## config.mk

```make
export PLATFORM = sky130hd
export DESIGN_NAME = param_timer_ctrl_flat
export DESIGN_NICKNAME = d
export VERILOG_FILES = /design/src/rtl/param_timer_ctrl_pkg.sv /design/src/rtl/param_timer_ctrl_if.sv /design/src/rtl/param_timer_ctrl_counter.sv /design/src/rtl/param_timer_ctrl.sv /design/src/flat_wrapper.sv
export SDC_FILE = /design/constraint.sdc
export NUM_CORES = 1
export LEC_CHECK = 0
export BUFFER_PORTS_ARGS = -buffer_cell sky130_fd_sc_hd__buf_2
export CAP_MARGIN = 5
export CORE_ASPECT_RATIO = 1.5
export CORE_MARGIN = 4
export CORE_UTILIZATION = 50
export DETAILED_ROUTE_END_ITERATION = 16
export PLACE_DENSITY = 0.74
export SLEW_MARGIN = 5
export SYNTH_ARGS = -nofsm -noshare
export SYNTH_HDL_FRONTEND = slang
export SYNTH_SLANG_ARGS = --single-unit
```

## constraint.sdc

```tcl
create_clock -name clk -period 3.3 [get_ports clk]
set_input_delay 0.33 -clock clk [delete_from_list [all_inputs] [get_ports clk]]
set_output_delay 0.33 -clock clk [all_outputs]
set_load 0.01 [all_outputs]
```

## src/rtl/param_timer_ctrl_pkg.sv

```systemverilog
`default_nettype none
// +----------------------------------------------------------------------+
// | param_timer_pkg: shared types and constants for the programmable timer |
// | Rev 1.0                                                              |
// +----------------------------------------------------------------------+
package param_timer_pkg;

  localparam int DEF_WIDTH    = 32;
  localparam int DEF_STAGE    = 8;
  localparam int EXPIRE_CNT_W = 8;

  typedef enum logic [2:0] {
    IDLE  = 3'd0,
    ARMED = 3'd1,
    RUN   = 3'd2,
    PAUSE = 3'd3,
    DONE  = 3'd4
  } state_t;

  // States in which a new configuration may be accepted
  function automatic logic is_cfg_state(input state_t s);
    return (s == IDLE) || (s == DONE);
  endfunction

endpackage
`default_nettype wire

```

## src/rtl/param_timer_ctrl_if.sv

```systemverilog
`default_nettype none
// +----------------------------------------------------------------------+
// | param_timer_ctrl_if: configuration valid/ready handshake               |
// | Rev 1.0                                                              |
// +----------------------------------------------------------------------+
interface param_timer_ctrl_if import param_timer_pkg::*; #(
  parameter int WIDTH = DEF_WIDTH
);

  logic             cfg_valid;
  logic             cfg_ready;
  logic [WIDTH-1:0] cfg_limit;
  logic             cfg_periodic;

  modport master (
    output cfg_valid,
    output cfg_limit,
    output cfg_periodic,
    input  cfg_ready
  );

  modport slave (
    input  cfg_valid,
    input  cfg_limit,
    input  cfg_periodic,
    output cfg_ready
  );

endinterface
`default_nettype wire

```

## src/rtl/param_timer_ctrl_counter.sv

```systemverilog
`default_nettype none
// +----------------------------------------------------------------------+
// | param_counter_en: cascaded multi-stage counter, sync enable and clear |
// | Rev 1.0                                                              |
// +----------------------------------------------------------------------+
module param_counter_en import param_timer_pkg::*; #(
  parameter int WIDTH = DEF_WIDTH,
  parameter int STAGE = DEF_STAGE
) (
  input  wire logic       clk,
  input  wire logic       rst_,
  input  wire logic       en,
  input  wire logic       clr,
  output wire [WIDTH-1:0] q
);

  localparam int NSTG = WIDTH / STAGE;

  for (genvar k = 0; k < NSTG; k++) begin : g_stage
    logic [STAGE-1:0] stg_q;
    logic [STAGE-1:0] stg_d;
    logic             inc;

    // Each stage sees the whole lower word, not just its neighbour's carry
    if (k == 0) begin : g_lsb
      assign inc = en;
    end else begin : g_upper
      assign inc = en & (&q[k*STAGE-1:0]);
    end

    always_comb begin
      stg_d = stg_q;
      if (clr) begin
        stg_d = '0;
      end else if (inc) begin
        stg_d = stg_q + 1'b1;
      end
    end

    always_ff @(posedge clk or negedge rst_) begin
      if (!rst_) begin
        stg_q <= '0;
      end else begin
        stg_q <= stg_d;
      end
    end

    assign q[k*STAGE +: STAGE] = stg_q;
  end

endmodule
`default_nettype wire

```

## src/rtl/param_timer_ctrl.sv

```systemverilog
`default_nettype none
// +----------------------------------------------------------------------+
// | param_timer_ctrl: programmable one-shot/periodic timer controller     |
// | Rev 1.0                                                              |
// +----------------------------------------------------------------------+
module param_timer_ctrl import param_timer_pkg::*; #(
  parameter int WIDTH = DEF_WIDTH,
  parameter int STAGE = DEF_STAGE
) (
  input  wire logic                    clk,
  input  wire logic                    rst_,
  param_timer_ctrl_if.slave            cfg,
  input  wire logic                    start,
  input  wire logic                    stop,
  input  wire logic                    clear,
  output logic [WIDTH-1:0]             q,
  output logic                         expire,
  output logic [EXPIRE_CNT_W-1:0]      expire_cnt,
  output logic                         busy
);

  state_t                  state_q,    state_d;
  logic [WIDTH-1:0]        limit_q,    limit_d;
  logic                    periodic_q, periodic_d;
  logic                    expire_q,   expire_d;
  logic [EXPIRE_CNT_W-1:0] ecnt_q,     ecnt_d;
  logic                    ready_q,    ready_d;
  logic                    busy_q,     busy_d;
  logic                    cnt_en;
  logic                    cnt_clr;
  logic                    accept;
  logic                    go;

  always_comb begin
    state_d    = state_q;
    limit_d    = limit_q;
    periodic_d = periodic_q;
    expire_d   = 1'b0;
    ecnt_d     = ecnt_q;
    cnt_en     = 1'b0;
    cnt_clr    = 1'b0;
    accept     = cfg.cfg_valid && ready_q;
    go         = start && !stop;

    if (clear) begin
      state_d = IDLE;
      cnt_clr = 1'b1;
    end else if (accept) begin
      limit_d    = cfg.cfg_limit;
      periodic_d = cfg.cfg_periodic;
      ecnt_d     = '0;
      cnt_clr    = 1'b1;
      state_d    = ARMED;
    end else begin
      case (state_q)
        RUN: begin
          if (stop) begin
            state_d = PAUSE;
          end else if (q == limit_q) begin
            // Terminal count is inclusive: wrap instead of incrementing
            cnt_clr  = 1'b1;
            expire_d = 1'b1;
            if (ecnt_q != '1) begin
              ecnt_d = ecnt_q + 1'b1;
            end
            if (!periodic_q) begin
              state_d = DONE;
            end
          end else begin
            cnt_en = 1'b1;
          end
        end
        ARMED, PAUSE, DONE: begin
          if (go) begin
            state_d = RUN;
          end
        end
        default: ;
      endcase
    end

    ready_d = is_cfg_state(state_d);
    busy_d  = (state_d == RUN) || (state_d == PAUSE);
  end

  always_ff @(posedge clk or negedge rst_) begin
    if (!rst_) begin
      state_q    <= IDLE;
      limit_q    <= '0;
      periodic_q <= 1'b0;
      expire_q   <= 1'b0;
      ecnt_q     <= '0;
      ready_q    <= 1'b1;
      busy_q     <= 1'b0;
    end else begin
      state_q    <= state_d;
      limit_q    <= limit_d;
      periodic_q <= periodic_d;
      expire_q   <= expire_d;
      ecnt_q     <= ecnt_d;
      ready_q    <= ready_d;
      busy_q     <= busy_d;
    end
  end

  param_counter_en #(
    .WIDTH (WIDTH),
    .STAGE (STAGE)
  ) u_cnt (
    .clk  (clk),
    .rst_ (rst_),
    .en   (cnt_en),
    .clr  (cnt_clr),
    .q    (q)
  );

  assign cfg.cfg_ready = ready_q;
  assign expire        = expire_q;
  assign expire_cnt    = ecnt_q;
  assign busy          = busy_q;

endmodule
`default_nettype wire

```

## src/flat_wrapper.sv

```systemverilog
// flat-port wrapper written by rule: the top's interface ports become plain ports
module param_timer_ctrl_flat import param_timer_pkg::*;
#(
  parameter int WIDTH = DEF_WIDTH,
  parameter int STAGE = DEF_STAGE
)
  (clk, rst_, start, stop, clear, q, expire, expire_cnt, busy, cfg_cfg_valid, cfg_cfg_limit, cfg_cfg_periodic, cfg_cfg_ready);
  param_timer_ctrl_if #(.WIDTH(WIDTH)) cfg_i ();
  input  wire logic clk;
  input  wire logic rst_;
  input  wire logic start;
  input  wire logic stop;
  input  wire logic clear;
  output logic [WIDTH-1:0] q;
  output logic expire;
  output logic [EXPIRE_CNT_W-1:0] expire_cnt;
  output logic busy;
  input wire logic [$bits(cfg_i.cfg_valid)-1:0] cfg_cfg_valid;
  input wire logic [$bits(cfg_i.cfg_limit)-1:0] cfg_cfg_limit;
  input wire logic [$bits(cfg_i.cfg_periodic)-1:0] cfg_cfg_periodic;
  output wire logic [$bits(cfg_i.cfg_ready)-1:0] cfg_cfg_ready;
  assign cfg_i.cfg_valid = cfg_cfg_valid;
  assign cfg_i.cfg_limit = cfg_cfg_limit;
  assign cfg_i.cfg_periodic = cfg_cfg_periodic;
  assign cfg_cfg_ready = cfg_i.cfg_ready;
  param_timer_ctrl #(.WIDTH(WIDTH), .STAGE(STAGE)) u_core (.clk(clk), .rst_(rst_), .cfg(cfg_i), .start(start), .stop(stop), .clear(clear), .q(q), .expire(expire), .expire_cnt(expire_cnt), .busy(busy));
endmodule
```

==> results.tsv <==
metric	value	unit
run status	completed	
critical path's top delay family	simple AND/OR/NAND/NOR gates	
worst slew pin tran	0.970	ns
min Tclk post-route	2.76	ns
CP arrival	3.01	ns
area grow syn2layout	20.1	%
FF+latch count, synth	79	
Synth Flop Type	dfrtp_1	
relative slew slack	35.3	%
slowest stage delay, CP	0.61	ns
number of fill cells	680	
IO buf count	81	
Netlist Area Pre-Place	4120	um2
CP max FO	21	
largest net degree at the start of global routing	80	
worst setup path end	u_core.u_cnt.g_stage[1].stg_q[2]$_DFFE_PN0P_	
Setup crit start	u_core.u_cnt.g_stage[2].stg_q[3]$_DFFE_PN0P_	
worst vdd ir	0.313	mV
vias	3486	
Hold Path Class	input port to async pin	
Setup-failing EPs final	0	
via/cell ratio	5.92	
post-synth top area share	47.4	%
Critical Path Sink Type	flip-flop	
Distinct cells, synth	46	
all-layer global routing usage	23.5	%
commonest cells in the netlist	78 x dfrtp_1, 35 x xnor2_1, 33 x mux2_2	
CP Cell Sequence	xnor2_1 > nand4_1 > nor4_1 > buf_4 > and2_1 > buf_4 > o21ai_0 > a21oi_1	
number of synthesized flops with an enable pin	0	
Final Skew	0.00758	ns
cell mode on critical path	buf_4	
syn_area_per_cell	10.4	um2
Yosys warning count	0	
# clock sinks	79	
htree depth	3	
die height	119	um
final WL	10.6	mm
CTS tree	done	
Leak Pwr	2.11	nW
die footprint	9780	um2
gr ovfl total	0	
Top Ports	82	
core area	8010	um2
# rows	40	
Worst path depth	8	
Register-to-Register Path Depth	8	
antenna violations before repair	0	
vias in the first global route	3589	
final hold violations	0	
Final nets	523	
Routed Antenna Nets	0	
Wirelength per Cell	18.0	um
GPL Wtd Cong	0.871	
share of cells above drive strength 1	30.2	%
Pwr per Cell Area	485	nW/um2
fmax	363	MHz
Remaining DRCs	0	
Critical Path RT	3.56	ns
clk root buf	clkbuf_16	
WP buf/inv	2	
kind of critical path	flip-flop to flip-flop	
CTS resizes	0	
dpl hpwl	7.73	mm
part of the Yosys area used for sequential elements	48.1	%
clock latency on the worst-skew pair	0.34	ns
syn nets	441	
r2r endpoint	u_core.u_cnt.g_stage[1].stg_q[2]$_DFFE_PN0P_	
TritonRoute pass-1 iters	4	
wire length of the first global-routing pass	17.5	mm
initial cell density of the core	51.4	%
area of the multi-input gates	2030	um2
die width	82.1	um
Setup crit start kind	flip-flop	
First DRT Iteration DRCs	239	
max-cap violation count	0	
number of hold buffers added after CTS	0	
Final Cycle Share	83.5	%
RSZ-0062 raised after global routing	false	
worst r2r src	u_core.u_cnt.g_stage[2].stg_q[3]$_DFFE_PN0P_	
Register Area	1980	um2
CTS clk-pin slew, worst paths	0.06	ns
cts bufs inserted	9	
most common cell in the netlist	dfrtp_1	
Antenna diodes	0	
Hold WS	0.159	ns
Post-synth ARST share	100	%
area leader, netlist	dfrtp_1	
synth top area cells	dfrtp_1 47%, mux2_2 9.0%, xnor2_1 7.4%, a21oi_1 3.5%, or4_1 2.9%	
Final Max Slew Viols	0	
Reg2Reg Setup Slack	0.54	ns
CP max-delay cell	and2_1	
Setup Fix Bufs, Post-CTS	0	
Clock Path Buffers	2	
setup TNS	0	ns
Synth Instances	397	
-- sequential cells by signal (all words and copies together) (netlist names) --
register and cells:
u_core.busy 1, u_core.cfg.cfg_ready 1, u_core.expire_cnt 8, u_core.state_q 3, u_core.u_cnt.g_stage.stg_q 32, u_core.periodic_q 1
u_core.expire 1, u_core.limit_q 32
-- per-layer routing --
| layer | up-vias | track usage, % | share of wire [%] |
|---|---|---|---|
| met4 | 0 | 10.1 | 2.2 |
| li1 | 1632 | - | - |
| met1 | 1732 | 28.0 | 38 |
| met2 | 102 | 39.8 | 54 |
| met3 | 20 | 5.14 | 5.1 |
| met5 | - | 0 | 0 |
-- cells by family (layout without fill, tap and decap cells) --
group | after synthesis | count (layout) | synth area share, %
mux | 33 | 33 | 9.03
xor+xnor | 36 | 36 | 7.66
flops | 79 | 79 | 48.1
buf+inv | 27 | 114 | 2.86
compound gates | 85 | 85 | 12.4
fa+ha+maj | 5 | 5 | 1.52
simple gates | 132 | 132 | 18.5
-- power breakdown --
| group | switching, mW | total, mW | internal (mW) |
|---|---|---|---|
| clock | 0.367 | 0.969 | 0.602 |
| combinational | 0.131 | 0.290 | 0.159 |
| sequential | 0.0741 | 1.14 | 1.06 |
| total | 0.572 | 2.40 | 1.83 |
-- cell type report --
type / instances / area share, %
clock buffers: 12 / 4.99
clock inverters: 4 / 0.912
inverters: 6 / 0.456
multi-input cells: 291 / 41.0
flip-flops and latches: 79 / 40.0
well taps: 105 / 2.66
repair buffers: 92 / 9.93
-- how the worst min path moves through the flow --
| stage | depth (start not counted) | slack, ns | end | from |
|---|---|---|---|---|
| after floorplan | 0 | 0.03 | u_core.busy$_DFF_PN0_ | rst_ |
| after global placement | 1 | 0.51 | u_core.limit_q[3]$_DFFE_PN0P_ | u_core.limit_q[3]$_DFFE_PN0P_ |
| after detailed placement | 1 | 0.52 | u_core.limit_q[26]$_DFFE_PN0P_ | u_core.limit_q[26]$_DFFE_PN0P_ |
| after CTS | 1 | 0.20 | u_core.limit_q[21]$_DFFE_PN0P_ | rst_ |
| after global routing | 2 | 0.22 | u_core.limit_q[13]$_DFFE_PN0P_ | cfg_cfg_limit[13] |
| final | 1 | 0.16 | u_core.limit_q[20]$_DFFE_PN0P_ | rst_ |
-- placed cells by master (no fill, tap or decap), types with 9 or more instances in the layout --
cell,count
mux2_2,33
or3_1,12
nand4_1,16
dfrtp_1,78
clkbuf_16,9
a21oi_1,29
nand2_1,25
o21ai_0,22
o31ai_1,13
nand3_1,17
xnor2_1,35
buf_4,12
nor2_1,11
or4_1,16
buf_2,80
-- worst reg2reg max path, stage by stage, from the launching register on --
cell     delay, ns
dfrtp_1       0.44
xnor2_1       0.31
nand4_1       0.15
nor4_1        0.34
buf_4         0.23
and2_1        0.61
buf_4         0.33
o21ai_0       0.12
a21oi_1       0.15
-- per-stage QoR --
step	util [%]	instances	total power, mW	instance area (um2)	worst slack, ns
after floorplan	-	397	1.33	4120	0.800
after global placement	58.1	573	1.44	4650	0.640
after detailed placement	58.1	573	1.45	4650	0.621
after CTS	61.7	589	2.42	4940	0.537
after global routing	61.7	589	2.50	4940	0.353
final	61.7	589	2.40	4940	0.544
Note: power is estimated with default switching activity, not from simulation.
